--- src/rtl/i2s_stream_tx_pkg.sv ---
`default_nettype none
// +-----------------------------------------------------------------------+
// | i2s_stream_tx_pkg                                                     |
// | Shared frame definition for the LED-panel serial stream (tx and rx).  |
// | Rev 1.0                                                               |
// +-----------------------------------------------------------------------+
package i2s_stream_tx_pkg;

  localparam int HDR_BITS     = 16;
  localparam int NIB_BITS     = 4;

  localparam int HDR_NX_MSB   = 15;
  localparam int HDR_NX_LSB   = 12;
  localparam int HDR_NY_MSB   = 11;
  localparam int HDR_NY_LSB   = 8;
  localparam int HDR_RSVD_MSB = 7;
  localparam int HDR_RSVD_LSB = 6;
  localparam int HDR_ROW_MSB  = 5;
  localparam int HDR_ROW_LSB  = 0;

  typedef enum logic [1:0] {
    ST_IDLE    = 2'd0,
    ST_HEADER  = 2'd1,
    ST_PAYLOAD = 2'd2,
    ST_GAP     = 2'd3
  } tx_state_e;

  function automatic logic [HDR_BITS-1:0] build_header(
    input logic [3:0] nx,
    input logic [3:0] ny,
    input logic [5:0] row
  );
    logic [HDR_BITS-1:0] h;
    h = '0;
    h[HDR_NX_MSB:HDR_NX_LSB]     = nx;
    h[HDR_NY_MSB:HDR_NY_LSB]     = ny;
    h[HDR_RSVD_MSB:HDR_RSVD_LSB] = 2'b00;
    h[HDR_ROW_MSB:HDR_ROW_LSB]   = row;
    return h;
  endfunction

endpackage
`default_nettype wire

--- src/rtl/i2s_nibble_ser.sv ---
`default_nettype none
// +-----------------------------------------------------------------------+
// | i2s_nibble_ser                                                        |
// | Loadable nibble shifter; exposes the bit that follows the one on the  |
// | line plus a flag for the nibble's last bit. Rev 1.0                   |
// +-----------------------------------------------------------------------+
module i2s_nibble_ser
  import i2s_stream_tx_pkg::*;
(
  input  logic                clk,
  input  logic                rst_n,
  input  logic                load,
  input  logic                shift,
  input  logic [NIB_BITS-1:0] load_data,
  output logic                next_bit,
  output logic                last_bit
);

  logic [NIB_BITS-1:0] shreg_q, shreg_d;
  logic [1:0]          idx_q, idx_d;

  always_comb begin
    shreg_d = shreg_q;
    idx_d   = idx_q;
    if (load) begin
      shreg_d = load_data;
      idx_d   = 2'd0;
    end else if (shift) begin
      shreg_d = {shreg_q[NIB_BITS-2:0], 1'b0};
      idx_d   = idx_q + 2'd1;
    end
  end

  always_ff @(posedge clk or negedge rst_n) begin
    if (!rst_n) begin
      shreg_q <= '0;
      idx_q   <= 2'd0;
    end else begin
      shreg_q <= shreg_d;
      idx_q   <= idx_d;
    end
  end

  // shreg_q[MSB] is already on the line, so the follower is one position down
  assign next_bit = shreg_q[NIB_BITS-2];
  assign last_bit = (idx_q == 2'(NIB_BITS-1));

endmodule
`default_nettype wire

--- src/rtl/i2s_stream_tx.sv ---
`default_nettype none
// +-----------------------------------------------------------------------+
// | i2s_stream_tx                                                         |
// | LED-panel frame transmitter: 16-bit header, nibble payload, idle gap. |
// | Rev 1.0                                                               |
// +-----------------------------------------------------------------------+
module i2s_stream_tx
  import i2s_stream_tx_pkg::*;
#(
  parameter int GAP_BITS = 4
) (
  input  logic       i2s_clk,
  input  logic       rst_n,
  input  logic       start,
  input  logic [3:0] num_x,
  input  logic [3:0] num_y,
  input  logic [5:0] row_sel,
  input  logic [3:0] nib_data,
  input  logic       nib_valid,
  output logic       nib_ready,
  output logic       i2s_data,
  output logic       i2s_bit_en,
  output logic       busy,
  output logic       frame_done
);

  localparam logic [3:0] HDR_LAST = 4'(HDR_BITS - 1);
  localparam logic [3:0] GAP_LAST = 4'(GAP_BITS - 1);

  tx_state_e           state_q, state_d;
  logic [HDR_BITS-1:0] hdr_q, hdr_d;
  logic [3:0]          hdr_cnt_q, hdr_cnt_d;
  logic [3:0]          nx_q, nx_d;
  logic [3:0]          ny_q, ny_d;
  logic [3:0]          col_q, col_d;
  logic [5:0]          line_q, line_d;
  logic [3:0]          gap_cnt_q, gap_cnt_d;
  logic                data_q, data_d;
  logic                bit_en_q, bit_en_d;

  logic [HDR_BITS-1:0] hdr_word;
  logic                ser_load, ser_shift, ser_next_bit, ser_last;
  logic                last_nib, fetch;

  assign hdr_word = build_header(num_x, num_y, row_sel);

  // col/line index the nibble currently being shifted out
  assign last_nib  = (col_q == nx_q) && (line_q == {ny_q, 2'b11});
  assign fetch     = ((state_q == ST_HEADER)  && (hdr_cnt_q == HDR_LAST)) ||
                     ((state_q == ST_PAYLOAD) && ser_last && !last_nib);
  assign ser_load  = fetch && nib_valid;
  assign ser_shift = (state_q == ST_PAYLOAD) && !ser_last;

  i2s_nibble_ser u_ser (
    .clk       (i2s_clk),
    .rst_n     (rst_n),
    .load      (ser_load),
    .shift     (ser_shift),
    .load_data (nib_data),
    .next_bit  (ser_next_bit),
    .last_bit  (ser_last)
  );

  always_comb begin
    state_d   = state_q;
    hdr_d     = hdr_q;
    hdr_cnt_d = hdr_cnt_q;
    nx_d      = nx_q;
    ny_d      = ny_q;
    col_d     = col_q;
    line_d    = line_q;
    gap_cnt_d = gap_cnt_q;
    data_d    = data_q;
    bit_en_d  = bit_en_q;

    case (state_q)
      ST_IDLE: begin
        if (start) begin
          hdr_d     = hdr_word;
          hdr_cnt_d = 4'd0;
          nx_d      = num_x;
          ny_d      = num_y;
          data_d    = hdr_word[HDR_BITS-1];
          bit_en_d  = 1'b1;
          state_d   = ST_HEADER;
        end
      end
      ST_HEADER: begin
        if (hdr_cnt_q != HDR_LAST) begin
          hdr_d     = hdr_q << 1;
          hdr_cnt_d = hdr_cnt_q + 4'd1;
          data_d    = hdr_d[HDR_BITS-1];
          bit_en_d  = 1'b1;
        end else if (nib_valid) begin
          data_d   = nib_data[NIB_BITS-1];
          bit_en_d = 1'b1;
          col_d    = 4'd0;
          line_d   = 6'd0;
          state_d  = ST_PAYLOAD;
        end else begin
          bit_en_d = 1'b0;
        end
      end
      ST_PAYLOAD: begin
        if (!ser_last) begin
          data_d   = ser_next_bit;
          bit_en_d = 1'b1;
        end else if (last_nib) begin
          data_d    = 1'b0;
          bit_en_d  = 1'b0;
          gap_cnt_d = 4'd0;
          state_d   = ST_GAP;
        end else if (nib_valid) begin
          data_d   = nib_data[NIB_BITS-1];
          bit_en_d = 1'b1;
          if (col_q == nx_q) begin
            col_d  = 4'd0;
            line_d = line_q + 6'd1;
          end else begin
            col_d  = col_q + 4'd1;
          end
        end else begin
          // underflow: the line holds its last bit with the clock gated
          bit_en_d = 1'b0;
        end
      end
      ST_GAP: begin
        data_d   = 1'b0;
        bit_en_d = 1'b0;
        if (gap_cnt_q == GAP_LAST) begin
          state_d = ST_IDLE;
        end else begin
          gap_cnt_d = gap_cnt_q + 4'd1;
        end
      end
      default: state_d = ST_IDLE;
    endcase
  end

  always_ff @(posedge i2s_clk or negedge rst_n) begin
    if (!rst_n) begin
      state_q   <= ST_IDLE;
      hdr_q     <= '0;
      hdr_cnt_q <= 4'd0;
      nx_q      <= 4'd0;
      ny_q      <= 4'd0;
      col_q     <= 4'd0;
      line_q    <= 6'd0;
      gap_cnt_q <= 4'd0;
      data_q    <= 1'b0;
      bit_en_q  <= 1'b0;
    end else begin
      state_q   <= state_d;
      hdr_q     <= hdr_d;
      hdr_cnt_q <= hdr_cnt_d;
      nx_q      <= nx_d;
      ny_q      <= ny_d;
      col_q     <= col_d;
      line_q    <= line_d;
      gap_cnt_q <= gap_cnt_d;
      data_q    <= data_d;
      bit_en_q  <= bit_en_d;
    end
  end

  assign nib_ready  = fetch;
  assign i2s_data   = data_q;
  assign i2s_bit_en = bit_en_q;
  assign busy       = (state_q != ST_IDLE);
  assign frame_done = (state_q == ST_GAP) && (gap_cnt_q == GAP_LAST);

endmodule
`default_nettype wire

--- config.mk ---
export PLATFORM = sky130hd
export DESIGN_NAME = i2s_stream_tx
export DESIGN_NICKNAME = d
export VERILOG_FILES = /design/src/rtl/i2s_stream_tx_pkg.sv /design/src/rtl/i2s_nibble_ser.sv /design/src/rtl/i2s_stream_tx.sv
export SDC_FILE = /design/constraint.sdc
export NUM_CORES = 1
export LEC_CHECK = 0
export CAP_MARGIN = 20
export CORE_AREA = 5 5 68 116
export DETAILED_ROUTE_END_ITERATION = 8
export DIE_AREA = 0 0 73 121
export GPL_TIMING_DRIVEN = 0
export PLACE_DENSITY = 0.61
export SLEW_MARGIN = 30
export SYNTH_ARGS = -nofsm -noshare
export SYNTH_HDL_FRONTEND = slang
export SYNTH_SLANG_ARGS = --single-unit
--- constraint.sdc ---
create_clock -name i2s_clk -period 2.3 [get_ports i2s_clk]
set_input_delay 0.46 -clock i2s_clk [delete_from_list [all_inputs] [get_ports i2s_clk]]
set_output_delay 0.46 -clock i2s_clk [all_outputs]
set_load 0.01 [all_outputs]
==> out/qor.yml, run 1 <==
status:
  status: "finished with violations"
  violations: "negative setup slack"
drt:
  viasPerCell: 5.66
  post_drt_wl_per_cell_um: 16.4
  vias: 2274
  ant_nets: 0
  wirelength_um: 6590
  dr.pass1.iters: 4
  drt-initial-drc-count: 142
  drc: 0
synthesis:
  synthFlopType: "dfrtp_1"
  syn_area_um2: 2860
  syn_area_per_cell_um2: 10.3
  yosys_warnings: 0
  ys_seq_elements: 50
  yosys.area.top_type: "dfrtp_1"
  syn-num-nets: 310
  synth_top_area_share_pct: 43.8
  synth_cell_types: 53
  seq_area_frac_synth_pct: 43.8
  syn_inst: 278
  async_reset_ff_share_pct: 100
  synth_area_leaders: "dfrtp_1 44%, mux2_2 5.9%, mux2i_1 5.6%"
  synth_edf_count: 0
sta:
  slew_headroom_pct: 55.3
  fin_crit_sh_pct: 100
  timing.final.crit_period_ns: 2.30
  drv_slew: 0
  skew_ns: 0.00548
  setup_slack_ns: -0.00129
  rsz0062_at_grt: "true"
  worstMarginPinSlew_ns: 0.670
  setup_viol: 1
  fmax_mhz: 435
  finalHoldViolCount: 0
die:
  core-area_um2: 6810
  initial_core_util_pct: 42.0
  ios: 27
  die_w_um: 73
  dieArea_um2: 8830
  die_y_um: 121
  rows: 40
clock_network:
  numClockSinks: 50
  clock_latency_ns: 0.29
  numCtsBuffers: 5
  cts_tree: "yes"
  cts_max_level: 2
  clkSlewWorstSetupHoldPaths_ns: 0.06
  root_buffer: "clkbuf_16"
  clk_path_buf_depth: 2
critical_path:
  worst_r2r_path_depth: 10
  cp_slowest_cell: "dfrtp_1"
  slowest_delay_ns: 0.41
  start_kind: "flop"
  r2r_end: "line_q[4]$_DFFE_PN0P_"
  cpMostUsedCell: "nand2_1"
  path_cells: "inv_1, ha_2, buf_6, nand2_1, nand2_1, o21a_1, clkdlybuf4s15_1"
  arrival_ns: 1.84
  worstPathMaxFanout: 10
  critPathTopFamily: "buffers and inverters"
  critical_path_buf_inv_count: 3
  worst-setup-path-type: "reg2out"
  r2r_slack_ns: 0.11
  crit_path_end_kind: "output pin"
  r2r_start: "col_q[1]$_DFFE_PN0P_"
  required_ns: 1.84
global_route:
  antenna_found_initial: 0
  grt_pass1_vias: 2400
  grt-ovfl-total: 0
  grt_max_degree: 30
  grt.total_usage_pct: 16.4
  grt_pass1_wl_um: 11100
placement:
  dp_cells: 388
  port_buffers: 25
  gp_congestion: 0.873
  dp.final_hpwl_um: 4980
  pre_cts_ws_ns: -0.216
power:
  peakVddDrop_uv: 804
  p_per_area_nw_per_um2: 1370
  power.total_w: 0.00480
  p_leak_nw: 1.52
finish:
  seq_area_um2: 1250
  final_cell_mix: "47 x dfrtp_1, 24 x nor2_1, 22 x a21oi_1, 22 x clkdlybuf4s50_1, 20 x nand2_1"
  multi_input_area_um2: 1590
  final_cell_count_no_fill: 402
  antenna_cells: 0
  finalNetCount: 350
  final_common_cell: "dfrtp_1"
  fillCellCount: 661
  drive_above_1_share_pct: 17.3
  area_growth_syn_to_layout_pct: 22.5
job:
  maxCapViolCount: 0
hold_path:
  hp-class: "in2async"
## worst reg2reg max path: stages, from the launching register on
cell and delay, ns:
dfrtp_2 0.44, xnor2_2 0.17, buf_4 0.13, buf_4 0.09
buf_4 0.09, buf_4 0.09, nand4_1 0.08, buf_4 0.18
a211oi_4 0.34, o21ai_1 0.16, a211o_1 0.32
## what timing repair did
item,4_1_cts,5_1_grt
hold buffers,0,0
gates resized for setup,13,9
pin swaps,4,1
buffers inserted,7,1
endpoints found under the setup margin,5,22
## cells by family (layout without fill, tap and decap cells)
logic type                 Yosys count  after routing  synth area share, %
muxes                               32             32                 12.0
adders and majority gates           10             10                 4.38
AOI/OAI and AO/OA                   70             70                 18.5
and+or+nand+nor                     88             88                 16.1
buffers and inverters               21             61                 3.11
DFF                                 50             50                 43.8
xor gates and xnor gates             7              7                 2.14
## registers in the layout, summed over array words and instances, names as in the netlist
name / count
u_ser.shreg_q: 3
gap_cnt_q: 4
u_ser.idx_q: 2
ny_q: 4
col_q: 4
hdr_cnt_q: 4
hdr_q: 15
state_q: 2
line_q: 6
i2s_bit_en: 1
i2s_data: 1
nx_q: 4
## synth_stat cells (all sizes together), types with 5 or more instances
master,number
inv,12
mux2i,16
nand3,6
nand2,20
mux2,16
nand4,6
o21ai,7
a21oi,22
nor2,25
o211ai,5
ha,10
a22o,7
xnor2,6
clkbuf,5
dfrtp,50
nand2b,6
## per-layer routing
metal / track usage, % / part of all wire (%)
met1: 16.9 / 37
met2: 29.7 / 57
met3: 3.15 / 2.2
met4: 9.01 / 2.9
met5: 0 / 0
## per-stage QoR
stage               utilization, %  hold slack (ns)  setup TNS (ns)  area, um2
floorplan                        -            0.164               0       2860
global placement              47.2            0.483          -39.16       3210
detailed placement            47.5            0.371          -0.911       3230
CTS                           50.6           0.0573         -0.0169       3450
global route                  51.4           0.0695          -0.136       3500
finish                        51.4           0.0544        -0.00129       3500
## how the worst max path moves through the flow
| stage | startpoint | end | slack [ns] | cells past startpoint |
|---|---|---|---|---|
| floorplan | state_q[0]$_DFFE_PN0P_ | u_ser.shreg_q[1]$_DFFE_PN0P_ | 0.26 | 7 |
| global placement | rst_n | gap_cnt_q[1]$_DFFE_PN0P_ | -0.77 | 1 |
| detailed placement | state_q[1]$_DFFE_PN0P_ | nib_ready | -0.22 | 7 |
| CTS | state_q[1]$_DFFE_PN0P_ | nib_ready | -0.02 | 7 |
| global route | col_q[2]$_DFFE_PN0P_ | nib_ready | -0.11 | 6 |
| finish | state_q[1]$_DFFE_PN0P_ | nib_ready | -0.001 | 7 |
## power by group
part / switching (W) / internal [W] / total, W
registers: 0.000295 / 0.00127 / 0.00156
clock network: 0.000306 / 0.000398 / 0.000705
logic: 0.00134 / 0.00119 / 0.00253
total: 0.00194 / 0.00285 / 0.00480
## cell type report
cell class              instances  area share, %
flip-flops and latches         50           35.8
inverters                      12           1.36
well taps                      84           3.00
repair buffers                 34           9.33
plain buffers                   8           1.39
multi-input cells             207           45.3
clock buffers                   7           3.79
Note: power is estimated with default switching activity, not from simulation.
==> inputs of run 2 (changes only) <==
--- a/config.mk
+++ b/config.mk
@@ -5,12 +5,13 @@
 export SDC_FILE = /design/constraint.sdc
 export NUM_CORES = 1
 export LEC_CHECK = 0
+export ABC_AREA = 1
 export CAP_MARGIN = 20
-export CORE_AREA = 5 5 68 116
+export CORE_AREA = 5 5 67 114
 export DETAILED_ROUTE_END_ITERATION = 8
-export DIE_AREA = 0 0 73 121
+export DIE_AREA = 0 0 72 119
 export GPL_TIMING_DRIVEN = 0
-export PLACE_DENSITY = 0.61
+export PLACE_DENSITY = 0.6
 export SLEW_MARGIN = 30
 export SYNTH_ARGS = -nofsm -noshare
 export SYNTH_HDL_FRONTEND = slang
==> run 2 against run 1 <==
- the run now ends clean
- worst hold slack got worse by 0.019 ns
- area after synthesis decreased by 4.5%
- fmax increased by 7.3%
- die area decreased by 3.0%
- combinational power decreased by 25%
- first-iteration DRC count decreased by 30%
- non-clock buffer count decreased by 7
- largest cell class unchanged
- highest routed layer unchanged
==> out/qor.yml, run 2 <==
critical_path:
  required_ns: 1.84
  arrival_ns: 1.68
  cp_slowest_cell: "clkdlybuf4s50_1"
  cp-startpoint: "state_q[0]$_DFFE_PN0P_"
  worst-setup-path-type: "reg2out"
  path_cells: "inv_1, ha_1, inv_1, clkdlybuf4s50_1"
  r2r_start: "hdr_cnt_q[0]$_DFFE_PN0P_"
  cpMostUsedCell: "inv_1"
  slowest_delay_ns: 0.55
  critPathTopFamily: "buffers and inverters"
  critical_path_buf_inv_count: 3
  crit_path_end_kind: "output pin"
  start_kind: "flop"
  worstPathMaxFanout: 4
sta:
  fin_crit_sh_pct: 93.2
  finalHoldViolCount: 0
  drv_slew: 0
  skew_ns: 0.00396
  fmax_mhz: 466
  timing.final.crit_period_ns: 2.14
  setup_viol: 0
  rsz0062_at_grt: "false"
  worstMarginPinSlew_ns: 0.608
  setup_slack_ns: 0.155
  tns_ns: 0
  slew_headroom_pct: 59.2
synthesis:
  synth_top_area_share_pct: 45.8
  syn_area_per_cell_um2: 8.20
  seq_area_frac_synth_pct: 45.8
  syn-num-nets: 365
  yosys.area.top_type: "dfrtp_1"
  ys_top_cells_by_count: "91 x nand2_1, 50 x dfrtp_1, 38 x inv_1"
  syn_area_um2: 2730
  synthFlopType: "dfrtp_1"
  synth_edf_count: 0
  async_reset_ff_share_pct: 100
  synth_cell_types: 39
  yosys_warnings: 0
  synth_area_leaders: "dfrtp_1 46%, nand2_1 13%, inv_1 5.2%"
  synthMostInstantiatedCell: "nand2_1"
  ys_seq_elements: 50
  syn_inst: 333
drt:
  drc: 0
  post_drt_wl_per_cell_um: 13.4
  viasPerCell: 4.99
  vias: 2246
  wirelength_um: 6020
  ant_nets: 0
  dr.pass1.iters: 4
  drt-initial-drc-count: 100
finish:
  drive_above_1_share_pct: 9.51
  final_core_util_pct: 50.1
  area_growth_syn_to_layout_pct: 19.9
  fillCellCount: 652
  antenna_cells: 0
  reg.largest.list: "hdr_q x15, line_q x6"
  top_register: "hdr_q"
  final_cell_mix: "91 x nand2_1, 50 x dfrtp_1, 38 x inv_1"
  largest_register_ffs: 15
  final_cell_count_no_fill: 450
  final_common_cell: "nand2_1"
  finalNetCount: 399
global_route:
  grt.total_usage_pct: 15.5
  grt-ovfl-total: 0
  grt_pass1_wl_um: 10500
  busiest_layer: "met2"
  grt_max_degree: 34
  use_met1_pct: 18.0
  antenna_found_initial: 0
  use_met2_pct: 27.4
  grt_util_met3_pct: 3.20
  grt_pass1_vias: 2328
status:
  status: "finished clean"
clock_network:
  cts_max_level: 2
  root_buffer: "clkbuf_16"
  clock_latency_ns: 0.29
  numCtsBuffers: 5
  cts_tree: "yes"
  numClockSinks: 50
  clk_path_buf_depth: 2
  clkSlewWorstSetupHoldPaths_ns: 0.07
die:
  initial_core_util_pct: 41.8
  ios: 27
  die_w_um: 72
  rows: 39
  die_y_um: 119
  core-area_um2: 6540
  dieArea_um2: 8570
placement:
  dp_cells: 441
  pre_cts_ws_ns: -0.0671
  dp.final_hpwl_um: 4470
  gp_congestion: 0.769
  port_buffers: 25
power:
  p_switching_w: 0.00169
  p_int_w: 0.00239
  p_leak_nw: 1.56
  p_sw_share_pct: 41.5
  pwr-share-comb_pct: 46.6
  power.total_w: 0.00407
  seq_power_share_pct: 35.0
  p_per_area_nw_per_um2: 1240
  peakVddDrop_uv: 729
  pwr-share-clk_pct: 18.3
job:
  maxCapViolCount: 0
hold_path:
  hp-class: "in2async"
-- run 2: what timing repair did --
action,4_1_cts,5_1_grt
pin swaps,1,3
endpoints found under the hold margin,0,0
hold buffers,0,0
setup endpoints to repair,1,3
buffers inserted,1,0
resized for setup,4,7
-- run 2: power by group through the flow --
stage / sequential (W) / combinational, W / clock (W)
after floorplan: 0.00140 / 0.00140 / 0
after global placement: 0.00144 / 0.00184 / 0
after detailed placement: 0.00145 / 0.00189 / 0
after CTS: 0.00143 / 0.00192 / 0.000770
after global routing: 0.00147 / 0.00217 / 0.000817
final: 0.00143 / 0.00190 / 0.000747
-- run 2: per-stage QoR --
stage | hold slack, ns | area, um2
after floorplan | 0.164 | 2730
after global placement | 0.457 | 3080
after detailed placement | 0.351 | 3100
after CTS | 0.0382 | 3260
after global routing | 0.0503 | 3270
final | 0.0353 | 3270
-- run 2: metal layers --
layer  share of wire (%)  vias to the layer above  wire length [um]
li1                    -                     1144                 -
met1                  43                     1066              2610
met2                  52                       29              3120
met3                 3.0                        7               181
met4                 1.7                        0               103
met5                   0                        -                 0
-- run 2: final timing paths --
path                                          to  slack, ns  cells past startpoint
max in group asynchronous   hdr_q[5]$_DFFE_PN0P_       1.81                      2
hold reg to reg            line_q[3]$_DFFE_PN0P_       0.47                      2
setup reg to reg           line_q[1]$_DFFE_PN0P_       0.23                      8
setup / recovery                            busy       0.16                      4
hold / removal             line_q[0]$_DFFE_PN0P_       0.04                      1
min in group i2s_clk       line_q[3]$_DFFE_PN0P_       0.47                      2
-- run 2: kinds of logic (layout without fill, tap and decap cells) --
group | after synthesis | after routing | synth area share (%)
simple gates | 160 | 160 | 26.0
flops | 50 | 50 | 45.8
buf+inv | 49 | 84 | 7.38
compound gates | 46 | 46 | 9.99
xor+xnor | 12 | 12 | 3.85
fa+ha+maj | 10 | 10 | 4.58
mux | 6 | 6 | 2.38
-- run 2: cell type report --
type                            instances  area (um2)  area share, %
Multi-Input combinational cell        234        1290           39.4
Sequential cell                        50        1250           38.2
Timing Repair Buffer                   27         273           8.33
Inverter                               41         159           4.85
Clock buffer                            7         143           4.36
Tap cell                               82         103           3.13
Buffer                                  8        48.8           1.49
Clock inverter                          1        5.00          0.153
==> patch: new RTL, config.mk and constraints of run 1 <==
The 4 states of `tx_state_e` get a one-hot encoding in 4 bits.
--- a/src/rtl/i2s_stream_tx_pkg.sv
+++ b/src/rtl/i2s_stream_tx_pkg.sv
@@ -20,7 +20,7 @@
 
-  typedef enum logic [1:0] {
-    ST_IDLE    = 2'd0,
-    ST_HEADER  = 2'd1,
-    ST_PAYLOAD = 2'd2,
-    ST_GAP     = 2'd3
+  typedef enum logic [3:0] {
+    ST_IDLE    = 4'b0001,
+    ST_HEADER  = 4'b0010,
+    ST_PAYLOAD = 4'b0100,
+    ST_GAP     = 4'b1000
   } tx_state_e;
Check against the original RTL: no difference found for any inputs over 10 cycles, from zero or initial values and one cycle with rst_n low; not proved beyond that.
==> patch against run 1 <==
The run still ends with negative setup slack left. Final area down 2.4%. Count of clock-buffer cells in the layout down 1. Synthesized cell count down 2.5%. Non-clock buffer count up 7. Die area unchanged. Sequential share of layout area up 2.3 points. Critical endpoint is now frame_done. Sequential cell count up 2. First-iteration DRC count down 28%. Critical path depth down 3. Setup slack worse by 41 ps. Wire length down 6.4%. Synthesized area down 6.8%.
Power is not compared: it rests on default switching activity, and its combinational part moved more than twofold at a synthesized area within 25%.
==> patch: results (changes against run 1) <==
metric,value,unit,change
outcome,finished with violations,,
violations,negative setup slack,,
postSynthCellCount,271,,-2.5%
n_all_inverters,6,,-6
vias_per_cell,5.37,,-5.0%
endpoint,frame_done,,
drtIter0Drc,102,,-28%
multi_input_area,1390,µm²,-12%
grt_pass1_wl,10200,µm,-8.4%
setup_slack,-42.0,ps,-40.7 ps
dp_worst_setup_slack,-865,ps,-649 ps
grt_pass1_vias,2151,,-10%
drive_above_1_share,17.2,%,-0.098 points
n_all_buffers,49,,+17%
total_power,3.37,mW,
fill_cells,665,,+0.61%
fin_skew,4.10,ps,-1.38 ps
mappedNetlistArea,2660,µm²,-6.8%
syn_to_final_growth,28.2,%,
nClkBuffers,6,,-1
seq_area_frac_synth,48.9,%,+5.1 points
area_share_clock_buf_inv,4.80,%,+1.0 points
relSlewSlack,63.2,%,+7.9 points
synth_cell_type_count,50,,-5.7%
grt_max_degree,46,,+53%
r2r_start,state_q[3],,
wl_per_cell,15.5,µm,-5.5%
fin_nets,340,,-2.9%
vias,2138,,-6.0%
place.port_buffers,26,,+4.0%
r2r_end,line_q[3],,
setup_viol,3,,+2
rr_worst_depth,6,,-4
syn_nets,298,,-3.9%
holdBufCountCts,1,,+1
placed_cells,382,,-1.5%
placed_cell_area,3060,µm²,-5.4%
[patch: changes by cell type in the layout (fill, tap and decap cells not counted), sizes merged, moves of 6 or more]
cell,delta
nand2,+29
o21ai,+19
inv,-6
a21oi,-13
nor2,-9
mux2,-11
[patch: kinds of logic (layout without fill, tap and decap cells)]
kind of cell               count (synthesis)  count (layout)  synth area share, %
xor gates and xnor gates                  13              13                 4.27
muxes                                     18              18                 7.00
adders and majority gates                  5               5                 2.35
AOI/OAI and AO/OA                         62              62                 15.4
and+or+nand+nor                          101             101                 18.8
DFF                                       52              52                 48.9
buffers and inverters                     20              63                 3.33
[patch: critical path, cell delays in order (launching register included)]
cell and delay (ps):
dfrtp_1 370, buf_6 140, or4b_2 680, nor4b_2 230, buf_2 170
[patch: routing by layer]
metal / GRT usage (%) / up-vias / share of wire [%]
li1: - / 1050 / -
met3: 3.32 / 14 / 4.5
met4: 7.97 / 0 / 4.2
met2: 25.1 / 53 / 52
met5: 0 / - / 0
met1: 16.9 / 1021 / 40
